### src/rtl/vga_pkg.sv
// Shared 640x480@60 timing defaults, colour field layout and raster types
// for the VGA scan-out slice.
package vga_pkg;

  localparam int DEF_H_ACTIVE = 640;
  localparam int DEF_H_FP     = 16;
  localparam int DEF_H_SYNC   = 96;
  localparam int DEF_H_BP     = 48;
  localparam int DEF_V_ACTIVE = 480;
  localparam int DEF_V_FP     = 10;
  localparam int DEF_V_SYNC   = 2;
  localparam int DEF_V_BP     = 33;
  localparam int DEF_H_TOTAL  = DEF_H_ACTIVE + DEF_H_FP + DEF_H_SYNC + DEF_H_BP;
  localparam int DEF_V_TOTAL  = DEF_V_ACTIVE + DEF_V_FP + DEF_V_SYNC + DEF_V_BP;

  localparam int CNT_W   = 10;
  localparam int COLOR_W = 12;
  localparam int R_HI    = 11;
  localparam int R_LO    = 8;
  localparam int G_HI    = 7;
  localparam int G_LO    = 4;
  localparam int B_HI    = 3;
  localparam int B_LO    = 0;

  typedef enum logic [0:0] {
    SCAN_WAIT = 1'b0,
    SCAN_RUN  = 1'b1
  } scan_state_t;

  typedef struct packed {
    logic active;
    logic hs;
    logic vs;
  } raster_t;

  localparam raster_t RASTER_IDLE = '{active: 1'b0, hs: 1'b1, vs: 1'b1};

  function automatic logic [COLOR_W-1:0] bar_color(input logic [2:0] bar);
    logic [3:0] r;
    logic [3:0] g;
    logic [3:0] b;
    r = bar[2] ? 4'hF : 4'h0;
    g = bar[1] ? 4'hF : 4'h0;
    b = bar[0] ? 4'hF : 4'h0;
    return {r, g, b};
  endfunction

  // Column to bar number (0..7) for bars bar_w pixels wide.
  function automatic logic [2:0] bar_index(input logic [CNT_W-1:0] x,
                                           input logic [CNT_W-1:0] bar_w);
    logic [2:0] idx;
    idx = 3'd0;
    for (int k = 1; k < 8; k++) begin
      if ({3'd0, x} >= (13'(k) * {3'd0, bar_w})) begin
        idx = 3'(k);
      end else begin
        idx = idx;
      end
    end
    return idx;
  endfunction

endpackage

### src/rtl/vga_delay_line.sv
// Enable-gated shift register used to align raster flags with the
// upstream colour latency.
module vga_delay_line #(
  parameter int               WIDTH   = 1,
  parameter int               DEPTH   = 2,
  parameter logic [WIDTH-1:0] RST_VAL = {WIDTH{1'b0}}
) (
  input  logic             clk,
  input  logic             rst,
  input  logic             en,
  input  logic [WIDTH-1:0] din,
  output logic [WIDTH-1:0] dout
);

  logic [DEPTH-1:0][WIDTH-1:0] stage_r;

  // Shift one position per enabled tick; reset fills every stage with RST_VAL.
  always_ff @(posedge clk or posedge rst) begin
    if (rst) begin
      for (int i = 0; i < DEPTH; i++) begin
        stage_r[i] <= RST_VAL;
      end
    end else if (en) begin
      stage_r[0] <= din;
      for (int i = 1; i < DEPTH; i++) begin
        stage_r[i] <= stage_r[i-1];
      end
    end
  end

  assign dout = stage_r[DEPTH-1];

endmodule

### src/rtl/vga_scan_out.sv
// VGA raster generator and pin driver: issues pixel coordinates upstream and
// drives latency-aligned sync/colour. Macro VGA_TEST_PATTERN_EN adds colour bars.
module vga_scan_out
  import vga_pkg::*;
#(
  parameter int H_ACTIVE = DEF_H_ACTIVE,
  parameter int H_FP     = DEF_H_FP,
  parameter int H_SYNC   = DEF_H_SYNC,
  parameter int H_BP     = DEF_H_BP,
  parameter int V_ACTIVE = DEF_V_ACTIVE,
  parameter int V_FP     = DEF_V_FP,
  parameter int V_SYNC   = DEF_V_SYNC,
  parameter int V_BP     = DEF_V_BP,
  parameter int PIPE_LAT = 2
) (
  input  logic        clk,
  input  logic        rst,
  input  logic        pix_en,
  input  logic [11:0] vga_color,
`ifdef VGA_TEST_PATTERN_EN
  input  logic        test_pattern,
`endif
  output logic [9:0]  pixel_x,
  output logic [9:0]  pixel_y,
  output logic        pixel_req,
  output logic        frame_start,
  output logic        vga_hs,
  output logic        vga_vs,
  output logic [3:0]  vga_r,
  output logic [3:0]  vga_g,
  output logic [3:0]  vga_b
);

  localparam int H_TOTAL = H_ACTIVE + H_FP + H_SYNC + H_BP;
  localparam int V_TOTAL = V_ACTIVE + V_FP + V_SYNC + V_BP;

  localparam logic [CNT_W-1:0] CNT_ZERO = {CNT_W{1'b0}};
  localparam logic [CNT_W-1:0] CNT_ONE  = CNT_W'(1);
  localparam logic [CNT_W-1:0] H_LAST   = CNT_W'(H_TOTAL - 1);
  localparam logic [CNT_W-1:0] V_LAST   = CNT_W'(V_TOTAL - 1);
  localparam logic [CNT_W-1:0] H_ACT    = CNT_W'(H_ACTIVE);
  localparam logic [CNT_W-1:0] V_ACT    = CNT_W'(V_ACTIVE);
  localparam logic [CNT_W-1:0] HS_FIRST = CNT_W'(H_ACTIVE + H_FP);
  localparam logic [CNT_W-1:0] HS_LAST  = CNT_W'(H_ACTIVE + H_FP + H_SYNC - 1);
  localparam logic [CNT_W-1:0] VS_FIRST = CNT_W'(V_ACTIVE + V_FP);
  localparam logic [CNT_W-1:0] VS_LAST  = CNT_W'(V_ACTIVE + V_FP + V_SYNC - 1);

  scan_state_t        state_r;
  logic [CNT_W-1:0]   h_cnt_r;
  logic [CNT_W-1:0]   v_cnt_r;
  logic [CNT_W-1:0]   h_nxt_s;
  logic [CNT_W-1:0]   v_nxt_s;
  logic               act_nxt_s;
  raster_t            raster_nxt_s;
  raster_t            raster_dly_s;
  logic [COLOR_W-1:0] src_color_s;

  // Next raster position; the first tick after reset lands on (0,0).
  always_comb begin
    h_nxt_s = h_cnt_r;
    v_nxt_s = v_cnt_r;
    case (state_r)
      SCAN_WAIT: begin
        h_nxt_s = CNT_ZERO;
        v_nxt_s = CNT_ZERO;
      end
      SCAN_RUN: begin
        if (h_cnt_r == H_LAST) begin
          h_nxt_s = CNT_ZERO;
          if (v_cnt_r == V_LAST) begin
            v_nxt_s = CNT_ZERO;
          end else begin
            v_nxt_s = v_cnt_r + CNT_ONE;
          end
        end else begin
          h_nxt_s = h_cnt_r + CNT_ONE;
          v_nxt_s = v_cnt_r;
        end
      end
      default: begin
        h_nxt_s = CNT_ZERO;
        v_nxt_s = CNT_ZERO;
      end
    endcase
  end

  assign act_nxt_s    = (h_nxt_s < H_ACT) && (v_nxt_s < V_ACT);
  assign raster_nxt_s = '{active: act_nxt_s,
                          hs: !((h_nxt_s >= HS_FIRST) && (h_nxt_s <= HS_LAST)),
                          vs: !((v_nxt_s >= VS_FIRST) && (v_nxt_s <= VS_LAST))};

  vga_delay_line #(
    .WIDTH   ($bits(raster_t)),
    .DEPTH   (PIPE_LAT),
    .RST_VAL (RASTER_IDLE)
  ) u_raster_dly (
    .clk  (clk),
    .rst  (rst),
    .en   (pix_en),
    .din  (raster_nxt_s),
    .dout (raster_dly_s)
  );

`ifdef VGA_TEST_PATTERN_EN
  localparam logic [CNT_W-1:0] BAR_W = CNT_W'(H_ACTIVE / 8);

  logic [2:0] bar_nxt_s;
  logic [2:0] bar_dly_s;

  assign bar_nxt_s = act_nxt_s ? bar_index(h_nxt_s, BAR_W) : 3'd0;

  vga_delay_line #(
    .WIDTH   (3),
    .DEPTH   (PIPE_LAT),
    .RST_VAL (3'd0)
  ) u_bar_dly (
    .clk  (clk),
    .rst  (rst),
    .en   (pix_en),
    .din  (bar_nxt_s),
    .dout (bar_dly_s)
  );

  assign src_color_s = test_pattern ? bar_color(bar_dly_s) : vga_color;
`else
  assign src_color_s = vga_color;
`endif

  // Raster counters plus the coordinate/frame outputs handed upstream.
  always_ff @(posedge clk or posedge rst) begin
    if (rst) begin
      state_r     <= SCAN_WAIT;
      h_cnt_r     <= CNT_ZERO;
      v_cnt_r     <= CNT_ZERO;
      pixel_x     <= CNT_ZERO;
      pixel_y     <= CNT_ZERO;
      pixel_req   <= 1'b0;
      frame_start <= 1'b0;
    end else begin
      frame_start <= 1'b0;
      if (pix_en) begin
        state_r     <= SCAN_RUN;
        h_cnt_r     <= h_nxt_s;
        v_cnt_r     <= v_nxt_s;
        pixel_req   <= act_nxt_s;
        pixel_x     <= act_nxt_s ? h_nxt_s : CNT_ZERO;
        pixel_y     <= act_nxt_s ? v_nxt_s : CNT_ZERO;
        frame_start <= (h_nxt_s == CNT_ZERO) && (v_nxt_s == CNT_ZERO);
      end
    end
  end

  // Sync and colour leave together from the delayed raster tap.
  always_ff @(posedge clk or posedge rst) begin
    if (rst) begin
      vga_hs <= 1'b1;
      vga_vs <= 1'b1;
      vga_r  <= 4'h0;
      vga_g  <= 4'h0;
      vga_b  <= 4'h0;
    end else if (pix_en) begin
      vga_hs <= raster_dly_s.hs;
      vga_vs <= raster_dly_s.vs;
      vga_r  <= raster_dly_s.active ? src_color_s[R_HI:R_LO] : 4'h0;
      vga_g  <= raster_dly_s.active ? src_color_s[G_HI:G_LO] : 4'h0;
      vga_b  <= raster_dly_s.active ? src_color_s[B_HI:B_LO] : 4'h0;
    end
  end

endmodule

### config.mk
export PLATFORM = sky130hd
export DESIGN_NAME = vga_scan_out
export DESIGN_NICKNAME = d
export VERILOG_FILES = /design/src/rtl/vga_pkg.sv /design/src/rtl/vga_delay_line.sv /design/src/rtl/vga_scan_out.sv
export SDC_FILE = /design/constraint.sdc
export NUM_CORES = 1
export LEC_CHECK = 0
export CORE_MARGIN = 1.5
export CORE_UTILIZATION = 58
export DETAILED_ROUTE_END_ITERATION = 6
export PLACE_DENSITY = 0.86
export SYNTH_ARGS = -nofsm -noshare
export SYNTH_HDL_FRONTEND = slang
export SYNTH_SLANG_ARGS = --single-unit
### constraint.sdc
create_clock -name clk -period 4.37 [get_ports clk]
set_input_delay 0.874 -clock clk [delete_from_list [all_inputs] [get_ports clk]]
set_output_delay 0.874 -clock clk [all_outputs]
set_load 0.005 [all_outputs]
# --- Yosys cells after proc, flatten, opt, wreduce, memory -nomap -nowiden ---
# Index checks and enable logic that the tools add are counted.
classes:
  n_reduce_logical: 8
  addsub: 2
  n_eq_ne: 2
  muxes: 11
  n_bitwise: 1
  n_lt_le_gt_ge: 6
op_table:
  columns: ["operator", "count"]
  rows:
  - ["2-to-1 mux 10 bit", 5]
  - ["case mux 10 bit (2 select lines)", 2]
  - ["adder 10 x 1 -> 10 bit, second input constant", 2]
  - ["equality test 10 bit, second input constant", 2]
  - ["zero test 10 bit", 2]
  - ["2-to-1 mux 4 bit", 3]
  - [">= comparator 10 bit, second input constant", 1]
  - [">= comparator 10 x 9 -> 1 bit, second input constant", 1]
  - ["less-or-equal comparator 10 bit, second input constant", 1]
  - ["less-or-equal comparator 10 x 9 -> 1 bit, second input constant", 1]
  - ["< comparator 10 bit, second input constant", 1]
  - ["< comparator 10 x 9 -> 1 bit, second input constant", 1]
  - ["logical AND 1 bit", 4]
  - ["zero test 1 bit", 2]
  - ["2-to-1 mux 1 bit", 1]
  - ["inverter 1 bit", 1]
word_totals:
  word_cells: 44
  reg_bits: 63
  in_bits: 15

# --- Depth between registers and ports, before layout ---
# Gate-level depths: netlist (run 1).
depth:
  ltp_word: 7
  depth_mapped: 10
  mapped_depth_nobuf: 8

# --- By module ---
# From an unflattened synthesis (run 1), not the netlist that was laid out.
hier_totals:
  cells_unflattened: 346
  area_unflattened_um2: 3425.8
by_module_without_submodules:
  columns: ["mod", "area_per_inst_um2", "cells_per_inst", "n_inst", "seq_area_each_um2"]
  rows:
  - ["vga_scan_out", 3143.0, 329, 1, 1428.9]
  - ["vga_delay_line", 282.8, 17, 1, 155.1]

# --- Worst setup path after synthesis (run 1) ---
# No wires, ideal clock.
synth_timing:
  path_type: "reg2reg"
  start: "reg h_cnt_r[0]"
  end: "reg pixel_x[1]"
  slack_ps: 1638
  path_stages_with_launch: 10
  arrival_time_ps: 2632
  synth_period_minus_slack_ps: 2732
  t_required_ps: 4269
  n_path_buf: 2
  cell_sequence: "dfrtp_1 > ha_1 > clkbuf_1 > nand4_1 > or4_4 > nor4_4 > xnor2_1 > o2bb2ai_4 > buf_6 > o32ai_1"
synth_via:
  elab_chain_len: 6
  elab_cells_between_ends: 10
  cone_classes: "1 x add/sub; 2 x order compare; 1 x eq/ne; 5 x mux; 1 x reduce/logical"
synth_rtl:
  columns: ["element", "line", "rtl"]
  rows:
  - ["start: declaration", "vga_scan_out.sv:49", "logic [CNT_W-1:0] h_cnt_r;"]
  - ["start signal: assignment", "vga_scan_out.sv:143", "h_cnt_r <= h_nxt_s;"]
  - ["adder 10 x 1 -> 10 bit / equality test 10 bit (equally long branches)", "vga_scan_out.sv:76, vga_scan_out.sv:68", null]
  - ["2-to-1 mux 10 bit", "vga_scan_out.sv:68", "if (h_cnt_r == H_LAST) begin"]
  - ["case mux 10 bit (2 select lines)", "vga_scan_out.sv:62", "case (state_r)"]
  - ["< comparator 10 bit / < comparator 10 x 9 -> 1 bit (equally long branches)", "vga_scan_out.sv:87", "assign act_nxt_s = (h_nxt_s < H_ACT) && (v_nxt_s < V_ACT);"]
  - ["logical AND 1 bit", "vga_scan_out.sv:87", null]
  - ["2-to-1 mux 10 bit *", "vga_scan_out.sv:146", "pixel_x <= act_nxt_s ? h_nxt_s : CNT_ZERO;"]
  - ["end signal: assignment", "vga_scan_out.sv:146", null]
  - ["end: declaration", "vga_scan_out.sv:23", "output logic [9:0] pixel_x,"]
# Mark *: on every way between the ends. The rest lies on a longest branch, timed or not.
# A chain may end at the register's enable or synchronous reset.

# --- Worst setup path in the final report (run 1) ---
layout_timing:
  start: "reg h_cnt_r[0]"
  end: "reg pixel_x[5]"
# The elaborated chain is that of the path after synthesis.

==> results of run 1 <==
stage by stage:
stage	hold slack, ns	total power, W	cell area [um^2]
6_report	0.493	0.00173	3990
3_3_place_gp	0.462	0.00121	3780
5_1_grt	0.522	0.00183	3990
2_1_floorplan	0.467	0.00105	3290
3_5_place_dp	0.472	0.00123	3780
4_1_cts	0.490	0.00174	3990
power groups by stage:
| stage | clock (W) | sequential (W) | combinational [W] |
|---|---|---|---|
| after floorplan | 0 | 0.000730 | 0.000318 |
| after global placement | 0 | 0.000782 | 0.000430 |
| after detailed placement | 0 | 0.000787 | 0.000440 |
| after CTS | 0.000518 | 0.000778 | 0.000442 |
| after global routing | 0.000543 | 0.000797 | 0.000485 |
| final | 0.000510 | 0.000782 | 0.000441 |
worst max-delay path, delay by kind of cell (launching register included):
family	cells	cell delay (ns)
AO/OA/AOI/OAI	2	0.71
XOR/XNOR	1	0.28
adder cells (fa/ha/maj)	1	0.36
flip-flops	1	0.48
AND/OR/NAND/NOR	3	1.14
state kept, by name, indices dropped and copies added (netlist names):
| signal | cells |
|---|---|
| vga_vs | 1 |
| vga_r | 4 |
| vga_hs | 1 |
| state_r | 1 |
| u_raster_dly.dout | 3 |
| v_cnt_r | 10 |
| vga_g | 4 |
| pixel_req | 1 |
| vga_b | 4 |
| pixel_y | 10 |
| frame_start | 1 |
| h_cnt_r | 10 |
| pixel_x | 10 |
| u_raster_dly.stage_r | 2 |
final timing paths:
| path | end | start | slack [ns] | depth (start not counted) |
|---|---|---|---|---|
| max in group asynchronous | v_cnt_r[9] | rst | 2.56 | 3 |
| max | pixel_x[5] | h_cnt_r[0] | 1.26 | 7 |
| max reg2reg | pixel_x[5] | h_cnt_r[0] | 1.26 | 7 |
| min in group asynchronous | vga_g[1] | rst | 0.98 | 2 |
| min | pixel_y[2] | pixel_y[2] | 0.49 | 2 |
| min reg2reg | pixel_y[2] | pixel_y[2] | 0.49 | 2 |
layer usage:
metal	track usage, %	part of all wire [%]	wire [um]
met5	0	0	0
met4	12.0	2.6	203
met3	5.47	5.9	466
met2	44.7	48	3790
met1	38.1	44	3470
synth_stat cells, types with 2 or more instances:
library cell / n
nor4_1: 3
nand3_1: 17
nor3b_1: 2
ha_1: 3
a22o_1: 14
a22oi_1: 4
mux2i_1: 2
a31oi_1: 2
nand2_1: 28
o32ai_1: 12
buf_6: 3
or2_2: 3
dfstp_2: 6
o32a_1: 2
o21ai_0: 21
nor2_1: 9
mux2_2: 5
o31ai_1: 2
o41ai_1: 7
inv_1: 25
nor3_1: 10
nand4_1: 14
and3_1: 3
xnor2_1: 19
xor2_1: 2
o2bb2ai_1: 2
a21oi_1: 6
and2_1: 2
nand2b_1: 2
and4_1: 3
nor2b_1: 2
dfrtp_1: 56
clkbuf_1: 22
cell type report:
class / instances / area [um^2]
Fill cell: 415 / 1490
Tap cell: 72 / 90.1
Clock buffer: 12 / 155
Sequential cell: 62 / 1560
Clock inverter: 4 / 45.0
Multi-Input combinational cell: 221 / 1520
Inverter: 26 / 97.6
Timing Repair Buffer: 53 / 523
logic make-up after synthesis:
group	count (synthesis)	synth area share (%)
multiplexers	7	2.32
AND/OR/NAND/NOR	108	18.3
XOR/XNOR	21	5.59
flip-flops	62	47.4
buffers and inverters	51	6.51
adder cells (fa/ha/maj)	3	1.14
AO/OA/AOI/OAI	82	18.7
==> flow_metrics.env, run 1 <==
export IMPL_outcome="completed"
export IMPL_internal_power_w=0.00120
export IMPL_dp_cells=434
export IMPL_rows=27
export IMPL_h_tree_depth=3
export IMPL_slew_viol_final=0
export IMPL_fin_crit_sh_pct=71.2
export IMPL_cts_setup_buffers=0
export IMPL_hpwl_mm=5.51
export IMPL_die_h_um=78.3
export IMPL_cts_tree="done"
export IMPL_cts_sinks=62
export IMPL_start_kind="flop"
export IMPL_drt_wl_total_mm=7.92
export IMPL_setup_worst_path_end_class="flop"
export IMPL_p_clk_share_pct=29.4
export IMPL_synthCells=334
export IMPL_clkTransAtPathRegs_ns=0.07
export IMPL_synth_cell_type_count=54
export IMPL_cts_max_path_buffers=2
export IMPL_cp_arrival_ns=3.33
export IMPL_final_cell_mix="56 x dfrtp_1, 50 x clkdlybuf4s50_1, 28 x nand2_1"
export IMPL_wire_per_inst_um=17.6
export IMPL_layout_drive_gt1_share_pct=10.6
export IMPL_syn_area_per_cell_um2=9.84
export IMPL_skew_ns=0.00776
export IMPL_netSwitchingPower_w=0.000536
export IMPL_seq_power_share_pct=45.1
export IMPL_setup_viol=0
export IMPL_clockRootBuffer="clkbuf_8"
export IMPL_clk_latency_ns=0.34
export IMPL_routabilityCongestion=0.937
export IMPL_async_flop_share_pct=100
export IMPL_grt_max_degree=42
export IMPL_grtUsageTotal_pct=28.2
export IMPL_cp_required_ns=4.59
export IMPL_relSlewSlack_pct=40.9
export IMPL_cpPeakStageDelay_ns=0.63
export IMPL_crit_chain="ha_1 > nand4_1 > or4_4 > nor4_4 > xnor2_1 > o2bb2ai_4 > o41ai_1"
export IMPL_cts_resized=0
export IMPL_die_area_um2=6130
export IMPL_cts_hold_buf=0
export IMPL_power_density_nw_per_um2=435
export IMPL_vdd_drop_max_mv=0.274
export IMPL_drt_iter0_markers=183
export IMPL_setup_slack_ns=1.26
export IMPL_yosysTopAreaCell="dfrtp_1"
export IMPL_firstDrtPassIters=6
export IMPL_seq_area_frac_synth_pct=47.4
export IMPL_pre_cts_ws_ns=1.28
export IMPL_grt_pass1_wl_mm=13.2
export IMPL_start_util_pct=60.1
export IMPL_final_antenna_net_count=0
export IMPL_io_buffer_count=50
export IMPL_fin_nets=391
export IMPL_combPwrFrac_pct=25.5
export IMPL_hold_violations=0
export IMPL_worstPathMaxFanout=17
export IMPL_synth_edff_count=0
export IMPL_max_cap_violations=0
export IMPL_finalSetupTns_ns=0
export IMPL_cts_buffers=9
export IMPL_ioPinCount=51
export IMPL_final_common_cell="dfrtp_1"
export IMPL_synth_area_top_cells="dfrtp_1 43%, xnor2_1 5.1%, dfstp_2 4.8%, a22o_1 3.7%, nand2_1 3.2%"
export IMPL_utilization_pct=72.8
export IMPL_synth_top_flop_cell="dfrtp_1"
export IMPL_rsz0062_at_grt="no"
export IMPL_synth_top_cell_area_share_pct=42.6
export IMPL_path_class="reg2reg"
export IMPL_die_x_um=78.3
export IMPL_grt_ovfl_total=0
export IMPL_antenna_found_initial=0
export IMPL_yosysWarnings=0
export IMPL_synth_net_count=352
export IMPL_grt_pass1_vias=2702
export IMPL_p_leak_nw=1.57
export IMPL_cpMaxStageDelayCell="or4_4"
export IMPL_period_needed_ns=3.11
export IMPL_worst_slew_pin_slew_ns=0.879
export IMPL_ys_ff_latch=62
export IMPL_vias=2793
export IMPL_core_um2=5470
export IMPL_drt_vias_per_instance=6.21
export IMPL_min_path_type="reg2reg"
export IMPL_switching_share_pct=31.0
export IMPL_fin_cells=450
export IMPL_area_growth_pct=21.2
export IMPL_drc_errors=0
export IMPL_diodes=0
export IMPL_max_freq_mhz=322
export IMPL_synthesis_area_um2=3290
No activity file was read; power rests on OpenSTA's default activity.
==> run 2, diff against run 1 <==
Settings changed: CORE_UTILIZATION 58 to 49, PLACE_DENSITY 0.86 to 0.78.
Clock period 4.37 ns to 2.7 ns, I/O delays scaled along.
==> run 2 against run 1 <==
Effect of this change:
- the flow now finishes with violations (DRC)
- global-route usage is 3.0 points lower
- sequential share of layout area shrank 2.6 points
- critical path depth unchanged
- routed wire length is 9.6% higher
- utilization down 6.4 points
- first-iteration DRC count up 40%
- final cell count rose by 7.8%
- sequential power is 51% higher
- die area is 18% higher
- clock power up 62%
- register-to-register slack worse by 1.1 ns
- clock-buffer cell count stayed put
- largest power group unchanged
==> flow_metrics.env, run 2 (synthesized netlist as in run 1, its figures left out) <==
export IMPL_outcome="finished with violations"
export IMPL_violations="DRC"
export IMPL_rsz0062_at_grt="no"
export IMPL_grtUsageTotal_pct=25.2
export IMPL_routabilityCongestion=0.962
export IMPL_vdd_drop_max_mv=0.402
export IMPL_clk_latency_ns=0.34
export IMPL_skew_ns=0.00678
export IMPL_cts_tree="done"
export IMPL_die_x_um=84.9
export IMPL_worst_slew_pin_slew_ns=0.766
export IMPL_slew_viol_final=0
export IMPL_hpwl_mm=6.21
export IMPL_clockRootBuffer="clkbuf_8"
export IMPL_setup_viol=0
export IMPL_drt_vias_per_instance=6.00
export IMPL_start_util_pct=51.2
export IMPL_cts_max_path_buffers=2
export IMPL_cp_arrival_ns=2.79
export IMPL_grt_max_degree=38
export IMPL_period_needed_ns=2.57
export IMPL_setup_slack_ns=0.134
export IMPL_grt_pass1_vias=2821
export IMPL_start_kind="flop"
export IMPL_finalSetupTns_ns=0
export IMPL_cts_sinks=62
export IMPL_ioPinCount=51
export IMPL_fin_nets=421
export IMPL_rows=29
export IMPL_die_area_um2=7210
export IMPL_wire_per_inst_um=17.9
export IMPL_drt_iter0_markers=257
export IMPL_setup_worst_path_end_class="flop"
export IMPL_h_tree_depth=3
export IMPL_fin_crit_sh_pct=95.1
export IMPL_clkTransAtPathRegs_ns=0.06
export IMPL_worstPathMaxFanout=11
export IMPL_cp_required_ns=2.92
export IMPL_cts_hold_buf=0
export IMPL_drc_errors=6
export IMPL_area_growth_pct=29.8
export IMPL_max_cap_violations=0
export IMPL_layout_drive_gt1_share_pct=17.9
export IMPL_max_freq_mhz=390
export IMPL_firstDrtPassIters=7
export IMPL_final_common_cell="dfrtp_1"
export IMPL_drt_wl_total_mm=8.69
export IMPL_pre_cts_ws_ns=-0.0129
export IMPL_p_leak_nw=1.74
export IMPL_power_density_nw_per_um2=681
export IMPL_fin_total_pwr_w=0.00291
export IMPL_diodes=0
export IMPL_min_path_type="reg2reg"
export IMPL_die_h_um=84.9
export IMPL_core_um2=6420
export IMPL_grt_pass1_wl_mm=14.1
export IMPL_final_antenna_net_count=0
export IMPL_antenna_found_initial=0
export IMPL_vias=2911
export IMPL_path_class="reg2reg"
export IMPL_cts_buffers=9
export IMPL_final_cell_mix="56 x dfrtp_1, 50 x clkdlybuf4s50_1, 31 x buf_4"
export IMPL_relSlewSlack_pct=48.6
export IMPL_hold_slack_ns=0.489
export IMPL_cts_setup_buffers=0
export IMPL_io_buffer_count=50
export IMPL_hold_violations=0
export IMPL_grt_ovfl_total=0
-- run 2: power breakdown --
part,leakage (nW),switching [W],internal (W)
sequential,0.790,0.000105,0.00108
combinational,0.843,0.000434,0.000469
clock,0.106,0.000353,0.000472
-- run 2: cell type report --
type | count | area [um^2]
Clock buffer | 12 | 155
Clock inverter | 4 | 45.0
Fill cell | 516 | 2150
Inverter | 26 | 97.6
Multi-Input combinational cell | 222 | 1560
Sequential cell | 62 | 1560
Tap cell | 77 | 96.3
Timing Repair Buffer | 82 | 753
-- run 2: worst max-delay path: stages, from the launching register on --
cell and delay [ns]:
dfrtp_1 0.38, or3_4 0.39, or4_4 0.57, o21a_1 0.23, o21ai_2 0.26, nor2_4 0.07
buf_4 0.18, o41ai_1 0.37
-- run 2: layer usage --
metal  share of wire, %  track usage [%]  wire, um
met5                  0                0         0
met4                3.4             11.8       296
met2                 48             41.2      4140
met1                 43             32.4      3760
met3                5.7             4.96       494
-- run 2: through the flow --
stage | utilization, % | area [um^2] | instances
after global placement | 62.6 | 4020 | 468
final | 66.5 | 4270 | 485
after floorplan | - | 3290 | 334
after detailed placement | 62.6 | 4020 | 468
after CTS | 65.7 | 4220 | 484
after global routing | 66.5 | 4270 | 485
-- run 2: timing repair --
item	in CTS	in global routing
pin swaps	1	2
setup endpoints to repair	1	18
resized for setup	0	4
gates cloned	0	1
-- run 2: path summary, 6_finish.rpt --
check | start | endpoint | slack, ns | cells past startpoint
max in group asynchronous | rst | u_raster_dly.stage_r[1] | 1.46 | 3
max | h_cnt_r[5] | pixel_x[5] | 0.13 | 7
min | pixel_x[0] | pixel_x[0] | 0.49 | 2
min reg2reg | pixel_x[0] | pixel_x[0] | 0.49 | 2
max reg2reg | h_cnt_r[5] | pixel_x[5] | 0.13 | 7
min in group asynchronous | rst | vga_b[2] | 0.58 | 2
==> run 3, diff against run 2 <==
Settings changed: CORE_ASPECT_RATIO from default to 0.6, SETUP_SLACK_MARGIN from default to 0.15.
==> run 3 against run 2 <==
Effect of this change:
- the flow now finishes without violations
- sequential share of layout area down 0.14 points
- sequential cell count unchanged
- maximum frequency up 3.7%
- critical path type unchanged
- critical path depth down 1
- die area up 0.23%
==> flow_metrics.env, run 3 (synthesized netlist as in run 1, its figures left out) <==
export IMPL_diodes=0
export IMPL_start_util_pct=52.2
export IMPL_max_cap_violations=0
export IMPL_clk_latency_ns=0.34
export IMPL_startpoint="h_cnt_r[6]"
export IMPL_dp_cells=471
export IMPL_max_freq_mhz=404
export IMPL_cts_buffers=9
export IMPL_grtUsageTotal_pct=28.6
export IMPL_grt_max_degree=39
export IMPL_start_kind="flop"
export IMPL_r2r_setup_slack_ns=0.23
export IMPL_cp_required_ns=2.91
export IMPL_timing_rr_end="pixel_y[4]"
export IMPL_setup_worst_path_end_class="flop"
export IMPL_slew_viol_final=0
export IMPL_core_um2=6300
export IMPL_outcome="completed"
export IMPL_wl_met1_mm=4.59
export IMPL_vdd_drop_max_mv=0.441
export IMPL_relSlewSlack_pct=58.4
export IMPL_hpwl_mm=6.69
export IMPL_worstReg2RegStart="h_cnt_r[6]"
export IMPL_p_leak_nw=1.72
export IMPL_utilization_pct=68.0
export IMPL_setup_viol=0
export IMPL_cts_max_path_buffers=2
export IMPL_drt_vias_per_instance=6.02
export IMPL_min_path_type="reg2reg"
export IMPL_period_needed_ns=2.47
export IMPL_die_area_um2=7230
export IMPL_met2_length_mm=3.57
export IMPL_finalSetupTns_ns=0
export IMPL_rsz0062_at_grt="yes"
export IMPL_fin_crit_sh_pct=91.6
export IMPL_cp_arrival_ns=2.68
export IMPL_clockRootBuffer="clkbuf_8"
export IMPL_firstDrtPassIters=5
export IMPL_ioPinCount=51
export IMPL_antenna_found_initial=0
export IMPL_h_tree_depth=3
export IMPL_hold_slack_ns=0.497
export IMPL_reg2regPathDepth=6
export IMPL_power_density_nw_per_um2=668
export IMPL_drt_wl_total_mm=9.31
export IMPL_path_class="reg2reg"
export IMPL_met3WireLength_mm=1.11
export IMPL_top_layer_used="met4"
export IMPL_grt_pass1_vias=2760
export IMPL_layout_drive_gt1_share_pct=19.8
export IMPL_skew_ns=0.0135
export IMPL_grt_pass1_wl_mm=15.0
export IMPL_hold_depth=1
export IMPL_io_buffer_count=50
export IMPL_vias=2942
export IMPL_wire_per_inst_um=19.0
export IMPL_drc_errors=0
export IMPL_routabilityCongestion=0.942
export IMPL_hold_violations=0
export IMPL_final_common_cell="dfrtp_1"
export IMPL_cts_sinks=62
export IMPL_area_growth_pct=30.4
export IMPL_die_h_um=66.5
export IMPL_cts_tree="done"
export IMPL_drt_iter0_markers=306
export IMPL_worst_slew_pin_slew_ns=0.621
export IMPL_final_antenna_net_count=0
export IMPL_worstPathMaxFanout=17
export IMPL_rows=22
export IMPL_worstSetupEndpoint="pixel_y[4]"
export IMPL_fin_cells=489
export IMPL_clkTransAtPathRegs_ns=0.07
export IMPL_die_x_um=109
export IMPL_grt_ovfl_total=0
export IMPL_fin_nets=418
export IMPL_final_cell_mix="55 x dfrtp_1, 50 x clkdlybuf4s50_1, 28 x nand2_1, 28 x buf_4, 24 x inv_1"
==> run 3: changes by cell type in the layout (fill, tap and decap cells not counted), sizes merged <==
cell and delta:
clkbuf -2, bufinv -1, clkinv +1, clkinvlp +2, o2bb2ai -1, buf -2
==> run 3: area by class of cell <==
cell class / instances / area (um^2)
Timing Repair Buffer: 80 / 751
Clock buffer: 10 / 128
Fill cell: 481 / 2020
Clock inverter: 6 / 38.8
Tap cell: 84 / 105
Inverter: 26 / 97.6
Sequential cell: 62 / 1560
Multi-Input combinational cell: 221 / 1610
==> run 3: layer usage <==
layer / vias up / global-route usage [%]
li1: 1352 / -
met1: 1420 / 46.0
met2: 164 / 35.6
met3: 6 / 8.90
met4: 0 / 7.57
met5: - / 0
==> run 3: how the worst min path moves through the flow <==
stage | endpoint | slack [ns] | start
floorplan | pixel_y[3] | 0.47 | pixel_y[3]
global placement | pixel_y[7] | 0.48 | pixel_y[7]
detailed placement | pixel_y[7] | 0.48 | pixel_y[7]
CTS | pixel_y[7] | 0.51 | pixel_y[7]
global route | pixel_y[9] | 0.51 | pixel_y[9]
finish | pixel_y[9] | 0.50 | pixel_y[9]
==> run 3: repair_timing <==
item | CTS | global route
gates cloned | 0 | 0
hold buffers | 0 | 0
endpoints found under the setup margin | 13 | 20
setup buffers | 1 | 1
gates resized for setup | 3 | 12
pin swaps | 0 | 3
==> run 3: worst max-delay path, stage by stage, from the launching register on <==
cell,delay (ns)
dfrtp_1,0.39
or3_4,0.39
or4_4,0.56
nor4_4,0.24
xnor2_2,0.17
o2bb2ai_4,0.42
o32ai_1,0.16
==> run 3: stage by stage <==
step           instance area [um^2]  power [W]  setup slack [ns]
3_5_place_dp                   4020    0.00211            0.0458
4_1_cts                        4220    0.00284             0.156
3_3_place_gp                   4020    0.00209             0.208
6_report                       4290    0.00286             0.226
2_1_floorplan                  3300    0.00170             0.168
5_1_grt                        4290    0.00303             0.104
==> run 3: where the power goes <==
| part | internal, W | leakage, nW | switching [W] |
|---|---|---|---|
| registers | 0.00108 | 0.788 | 0.000133 |
| clock network | 0.000330 | 0.0820 | 0.000385 |
| logic | 0.000477 | 0.854 | 0.000465 |
